==> src/rtl/exp4_gravador_sequencia_if.sv <==
// rtl/exp4_gravador_sequencia_if.sv - sequence memory write port
//
// Purpose: carries one write per stored move from the recorder to the memory.
// Signals:
//   mem_we    write enable, one cycle per stored move
//   mem_addr  write address (move index)
//   mem_dado  write data (one-hot button code)
// Modports: master = recorder side (drives), slave = memory side (receives).

interface exp4_gravador_sequencia_if #(
    parameter int ADDR_W = 4
);
    logic              mem_we;
    logic [ADDR_W-1:0] mem_addr;
    logic [3:0]        mem_dado;

    modport master (output mem_we, output mem_addr, output mem_dado);
    modport slave  (input  mem_we, input  mem_addr, input  mem_dado);
endinterface

==> src/rtl/exp4_gravador_sequencia.sv <==
// rtl/exp4_gravador_sequencia.sv - records one-hot button presses into the sequence memory
//
// Purpose: Moore FSM plus move counter and data register. It writes each valid
// one-hot press from the player into the sequence memory, one word per move.
// Ports:
//   clock, reset  clock; asynchronous active-high reset
//   iniciar       start recording (sampled in inicial)
//   finalizar     end recording early (sampled in espera, wins over a key)
//   chaves        player buttons, expected one-hot
//   mem           memory write port (mem_we / mem_addr / mem_dado)
//   tamanho       number of moves stored in the current/last recording
//   gravando      high while a recording is in progress
//   pronto        one-cycle pulse in fim
//   erro          one-cycle pulse in invalido
//   timeout       one-cycle pulse on idle timeout
//   db_estado     current state code
// Optional feature macro: GRAVADOR_TIMEOUT_EN (idle timeout in espera).

module exp4_gravador_sequencia #(
    parameter int N              = 16,
    parameter int ADDR_W         = 4,
    parameter int TIMEOUT_CICLOS = 1000
) (
    input  logic                                clock,
    input  logic                                reset,
    input  logic                                iniciar,
    input  logic                                finalizar,
    input  logic [3:0]                          chaves,
    exp4_gravador_sequencia_if.master           mem,
    output logic [ADDR_W:0]                     tamanho,
    output logic                                gravando,
    output logic                                pronto,
    output logic                                erro,
    output logic                                timeout,
    output logic [3:0]                          db_estado
);

    if (N < 1 || N > (1 << ADDR_W) || TIMEOUT_CICLOS < 1) begin : g_param_check
        $error("exp4_gravador_sequencia: invalid N/ADDR_W/TIMEOUT_CICLOS");
    end

    typedef enum logic [3:0] {
        INICIAL    = 4'h0,
        PREPARACAO = 4'h1,
        ESPERA     = 4'h2,
        SOLTA      = 4'h3,
        REGISTRA   = 4'h4,
        GRAVA      = 4'h5,
        PROXIMO    = 4'h6,
        FIM        = 4'hD,
        INVALIDO   = 4'hE
    } estado_t;

    localparam logic [ADDR_W-1:0] ULTIMO = ADDR_W'(N - 1);

    estado_t           estado, proximo_estado;
    logic [ADDR_W-1:0] contador;
    logic [3:0]        registro;
    logic              chave_valida;
    logic              chave_invalida;
    logic              fim_por_timeout;

    // Exactly one bit set: nonzero and clearing the lowest set bit leaves zero.
    assign chave_valida   = (chaves != 4'b0000) && ((chaves & (chaves - 4'b0001)) == 4'b0000);
    assign chave_invalida = (chaves != 4'b0000) && !chave_valida;

`ifdef GRAVADOR_TIMEOUT_EN
    localparam int IDLE_W = $clog2(TIMEOUT_CICLOS + 1);
    localparam logic [IDLE_W-1:0] IDLE_LIMITE = IDLE_W'(TIMEOUT_CICLOS - 1);

    logic [IDLE_W-1:0] ocioso;
    logic              expirou;
    logic              timeout_pend;

    // espera is only entered from solta, so clearing there restarts the count
    // on every entry.
    always_ff @(posedge clock or posedge reset) begin
        if (reset) begin
            ocioso <= '0;
        end else if (estado == ESPERA) begin
            ocioso <= ocioso + IDLE_W'(1);
        end else begin
            ocioso <= '0;
        end
    end

    assign expirou = (ocioso == IDLE_LIMITE);

    // Remembers that the coming invalido visit was caused by the timeout, so
    // timeout and erro pulse in the same cycle.
    always_ff @(posedge clock or posedge reset) begin
        if (reset) begin
            timeout_pend <= 1'b0;
        end else begin
            timeout_pend <= fim_por_timeout;
        end
    end

    assign timeout = (estado == INVALIDO) && timeout_pend;
`else
    logic expirou;
    assign expirou = 1'b0;
    assign timeout = 1'b0;
`endif

    always_ff @(posedge clock or posedge reset) begin
        if (reset) begin
            estado <= INICIAL;
        end else begin
            estado <= proximo_estado;
        end
    end

    always_comb begin
        proximo_estado  = INICIAL;
        db_estado       = 4'hF;
        gravando        = 1'b0;
        mem.mem_we      = 1'b0;
        pronto          = 1'b0;
        erro            = 1'b0;
        fim_por_timeout = 1'b0;
        case (estado)
            INICIAL: begin
                db_estado      = 4'h0;
                proximo_estado = iniciar ? PREPARACAO : INICIAL;
            end
            PREPARACAO: begin
                db_estado      = 4'h1;
                gravando       = 1'b1;
                proximo_estado = SOLTA;
            end
            SOLTA: begin
                db_estado      = 4'h3;
                gravando       = 1'b1;
                proximo_estado = (chaves == 4'b0000) ? ESPERA : SOLTA;
            end
            ESPERA: begin
                db_estado = 4'h2;
                gravando  = 1'b1;
                if (finalizar) begin
                    proximo_estado = FIM;
                end else if (chave_valida) begin
                    proximo_estado = REGISTRA;
                end else if (chave_invalida) begin
                    proximo_estado = INVALIDO;
                end else if (expirou) begin
                    proximo_estado  = INVALIDO;
                    fim_por_timeout = 1'b1;
                end else begin
                    proximo_estado = ESPERA;
                end
            end
            REGISTRA: begin
                db_estado      = 4'h4;
                gravando       = 1'b1;
                proximo_estado = GRAVA;
            end
            GRAVA: begin
                db_estado      = 4'h5;
                gravando       = 1'b1;
                mem.mem_we     = 1'b1;
                proximo_estado = (contador == ULTIMO) ? FIM : PROXIMO;
            end
            PROXIMO: begin
                db_estado      = 4'h6;
                gravando       = 1'b1;
                proximo_estado = SOLTA;
            end
            FIM: begin
                db_estado      = 4'hD;
                pronto         = 1'b1;
                proximo_estado = INICIAL;
            end
            INVALIDO: begin
                db_estado      = 4'hE;
                erro           = 1'b1;
                proximo_estado = INICIAL;
            end
            default: begin
                db_estado      = 4'hF;
                proximo_estado = INICIAL;
            end
        endcase
    end

    // Datapath: counter, data register and stored-move count.
    always_ff @(posedge clock or posedge reset) begin
        if (reset) begin
            contador <= '0;
            registro <= 4'b0000;
            tamanho  <= '0;
        end else begin
            case (estado)
                PREPARACAO: begin
                    contador <= '0;
                    registro <= 4'b0000;
                    tamanho  <= '0;
                end
                REGISTRA: registro <= chaves;
                GRAVA:    tamanho  <= {1'b0, contador} + (ADDR_W + 1)'(1);
                PROXIMO:  contador <= contador + ADDR_W'(1);
                default: ;
            endcase
        end
    end

    assign mem.mem_addr = contador;
    assign mem.mem_dado = registro;

endmodule

==> src/flat_wrapper.sv <==
// flat-port wrapper written by rule: the top's interface ports become plain ports
module exp4_gravador_sequencia_flat 
#(
    parameter int N              = 16,
    parameter int ADDR_W         = 4,
    parameter int TIMEOUT_CICLOS = 1000
)
  (clock, reset, iniciar, finalizar, chaves, tamanho, gravando, pronto, erro, timeout, db_estado, mem_mem_we, mem_mem_addr, mem_mem_dado);
  exp4_gravador_sequencia_if #(.ADDR_W(ADDR_W)) mem_i ();
  input  logic clock;
  input  logic reset;
  input  logic iniciar;
  input  logic finalizar;
  input  logic [3:0] chaves;
  output logic [ADDR_W:0] tamanho;
  output logic gravando;
  output logic pronto;
  output logic erro;
  output logic timeout;
  output logic [3:0] db_estado;
  output wire logic [$bits(mem_i.mem_we)-1:0] mem_mem_we;
  output wire logic [$bits(mem_i.mem_addr)-1:0] mem_mem_addr;
  output wire logic [$bits(mem_i.mem_dado)-1:0] mem_mem_dado;
  assign mem_mem_we = mem_i.mem_we;
  assign mem_mem_addr = mem_i.mem_addr;
  assign mem_mem_dado = mem_i.mem_dado;
  exp4_gravador_sequencia #(.N(N), .ADDR_W(ADDR_W), .TIMEOUT_CICLOS(TIMEOUT_CICLOS)) u_core (.clock(clock), .reset(reset), .iniciar(iniciar), .finalizar(finalizar), .chaves(chaves), .mem(mem_i), .tamanho(tamanho), .gravando(gravando), .pronto(pronto), .erro(erro), .timeout(timeout), .db_estado(db_estado));
endmodule
==> config.mk <==
export PLATFORM = sky130hd
export DESIGN_NAME = exp4_gravador_sequencia_flat
export DESIGN_NICKNAME = d
export VERILOG_FILES = /design/src/rtl/exp4_gravador_sequencia_if.sv /design/src/rtl/exp4_gravador_sequencia.sv /design/src/flat_wrapper.sv
export SDC_FILE = /design/constraint.sdc
export NUM_CORES = 1
export LEC_CHECK = 0
export BUFFER_PORTS_ARGS = -buffer_cell sky130_fd_sc_hd__buf_4
export CAP_MARGIN = 10
export CORE_ASPECT_RATIO = 0.75
export CORE_MARGIN = 2
export CORE_UTILIZATION = 45
export DETAILED_ROUTE_END_ITERATION = 10
export PLACE_DENSITY = 0.77
export REMOVE_ABC_BUFFERS = 1
export SKIP_CTS_REPAIR_TIMING = 1
export SLEW_MARGIN = 20
export SYNTH_ARGS = -nofsm -noshare
export SYNTH_HDL_FRONTEND = slang
export SYNTH_SLANG_ARGS = --single-unit
==> constraint.sdc <==
create_clock -name clock -period 1.4 [get_ports clock]
set_input_delay 0.35 -clock clock [delete_from_list [all_inputs] [get_ports clock]]
set_output_delay 0.35 -clock clock [all_outputs]
set_load 0.02 [all_outputs]
==> impl_results.md <==
* CP endpoint: gravando
* RR Startpoint: u_core.estado[2]
* Number of synthesis warnings at 0
* Avg Cell Area, Syn at between 8 and 9 sq um
* Dominant synthesized flop cell: dfrtp_1
* Reg-to-Reg End: u_core.mem.mem_addr[0]
* DR DRC count at 0
* Die Height at 45.8 microns
* Vias at 978
* Top Ports at 30
* Final Hold Viols at 0
* Full die area at around 0.0027 sq mm
* Routed length per instance at 14.6 microns
* Setup Viol. Count Final at 16
* Count leader, synth: nand2_1
* Post-Layout Cell Count at 178
* TritonCTS buffer count at 3
* Total Neg Setup Slack at -1990 ps
* CTS tree: built
* Share of cells above drive strength 1 at 0.425
* RSZ-0062 raised after global routing: yes
* Top fanout value on the critical path at 5
* Register bit total from synthesis at 17
* Starting density of the core at 0.464
* Pin count of the biggest net entering global routing at 18
* Worst clock skew at roughly 7.5 ps
* Routed wire length at roughly 2600 microns
* Placed Cells at 171
* Final #Nets at between 150 and 200
* Detailed Routing Iterations Pass 1 at 4
* Area growth from synthesis to layout at 34.0%
* Core ar. at ~0.0023 sq mm
* Mapped Area at 0.00105 sq mm
* Status: finished with violations
* Die W at 59.7 microns
* Number of fillers in the final layout at 189
* Worst VDD drop at 1.50 mV
* Wire length of the first global-routing pass at 3750 microns
* Final Wtd Congestion at 0.822
* Initial antenna violation count at 0
* Reg2Reg Setup Slack at -40 ps
* Clock slew at reported path FFs at between 100 and 150 ps
* CP Data Required Time at 1050 ps
* CP arrival at 1320 ps
* Clock sinks at 17
* Crit. Startpoint: u_core.estado[1]
* CP Launch Type: flop
* Vias in the first global route at 810
* Top post-synthesis cells by count: nand2_1 (19), dfrtp_1 (17), o21ai_0 (11), a21oi_1 (8), nor2_1 (8)
* Dpl hpwl at between 1500 and 2000 microns
* I/O Buffers at 28
* ANT cells at 0
* Via/cell ratio at 5.49
* EDFF count, synth at 0
* Fraction of the yosys area taken by sequential cells at 0.407
* Tightest Hold Check Type: in2async
* Tcrit/Tclk final at 1.19
* Gate Count Post-Synth at about 120
* Grt total ovfl at 0
* Longest Clk Path Bufs at 2
* Critical Path Sink Type: output pin
* FMAX at 599 MHz
* Iter 0 DRT Violations at 39
* Min cycle time layout at 1670 ps
* Pleak at 0.669 nW
* Post-synth ARST share at 1.00
* Tot Pwr at about 3 mW
* GRT Total Usage at 0.186
* WS Path Type: reg2out
* Max-Cap Viols at 0
* Final ANT Viol Nets at 0
* # rows at 15
* Area contributors post-synth: dfrtp_1 (41%), nand2_1 (6.8%), o21ai_0 (5.3%)
* Area leader, netlist: dfrtp_1
* Worst-case reg-to-reg path depth at 4
* Worst setup margin at -268 ps
* Yosys top cell area share at 0.407
* PwrDens at 2130 mW/mm^2
* Failing checks: negative setup slack
* CTS root buffer: clkbuf_4
* H-tree levels at 1
* Unique masters post-synth at 39
* Clk_lat worst skew at 300 ps
* Fin. max-slew vios at 0
per-stage QoR:
step | utilization | hold slack, ps | setup WS (ps) | area (sq um)
finish | 0.622 | 42.4 | -268 | 1400
global route | 0.622 | 72.6 | -308 | 1400
CTS | 0.584 | 54.5 | -347 | 1320
detailed placement | 0.572 | 390 | -7.91 | 1290
global placement | 0.572 | 383 | 16.3 | 1290
floorplan | - | 276 | -279 | 993
cell usage in the layout (no fill, tap or decap), drive strengths merged, types with 4 or more instances in the layout:
cell type  synthesis  layout
nor3               5       5
nor2               8       8
dfrtp             17      17
and2b              4       4
a21oi              8       8
o21ai             11      11
buf                5      38
nand2             20      20
cells by family (layout without fill, tap and decap cells):
| logic type | Yosys count | after routing | share of synthesized area |
|---|---|---|---|
| buffers and inverters | 9 | 45 | 0.0610 |
| other | 1 | 1 | 0.00359 |
| AOI/OAI and AO/OA | 32 | 32 | 0.195 |
| and+or+nand+nor | 52 | 52 | 0.276 |
| xor gates and xnor gates | 3 | 3 | 0.0251 |
| adders and majority gates | 1 | 1 | 0.0120 |
| muxes | 2 | 2 | 0.0203 |
| DFF | 17 | 17 | 0.407 |
worst max-delay path, cell delays in order, from the launching register on:
cell	delay, ps
dfrtp_1	450
and3_4	210
nor3_1	180
buf_4	170
how the worst min path moves through the flow:
stage	cells past startpoint	endpoint	start	slack, ps
2_1_floorplan	1	u_core.estado[0]	reset	280
3_3_place_gp	3	u_core.mem.mem_dado[2]	reset	380
3_5_place_dp	3	u_core.tamanho[2]	reset	390
4_1_cts	3	u_core.mem.mem_dado[1]	reset	50
5_1_grt	3	u_core.mem.mem_dado[1]	reset	70
6_report	3	u_core.mem.mem_dado[1]	reset	40
area by class of cell:
type	instances	area (sq um)	share of cell area
well taps	25	31.3	0.0223
clock buffers	3	22.5	0.0161
multi-input cells	91	602	0.429
clock inverters	1	5.00	0.00357
repair buffers	38	300	0.214
flip-flops and latches	17	429	0.306
inverters	3	11.3	0.00804
where the power goes:
part           total [mW]  switching [mW]  leakage (nW)  internal, mW
Clock               0.279           0.172        0.0177         0.107
Combinational        1.83           0.977         0.429         0.851
Sequential          0.880           0.226         0.222         0.654
Total                2.99            1.38         0.669          1.61
per-layer routing:
metal	vias to the layer above	wire length, microns	track usage
li1	485	-	-
met1	456	1230	0.265
met2	33	1180	0.276
met3	4	147	0.0483
met4	0	34	0.0578
met5	-	0	0
state kept, by name, indices dropped and copies added (netlist names):
register,flops
u_core.estado,4
u_core.mem.mem_addr,4
u_core.tamanho,5
u_core.mem.mem_dado,4
Note: power is estimated with default switching activity, not from simulation.
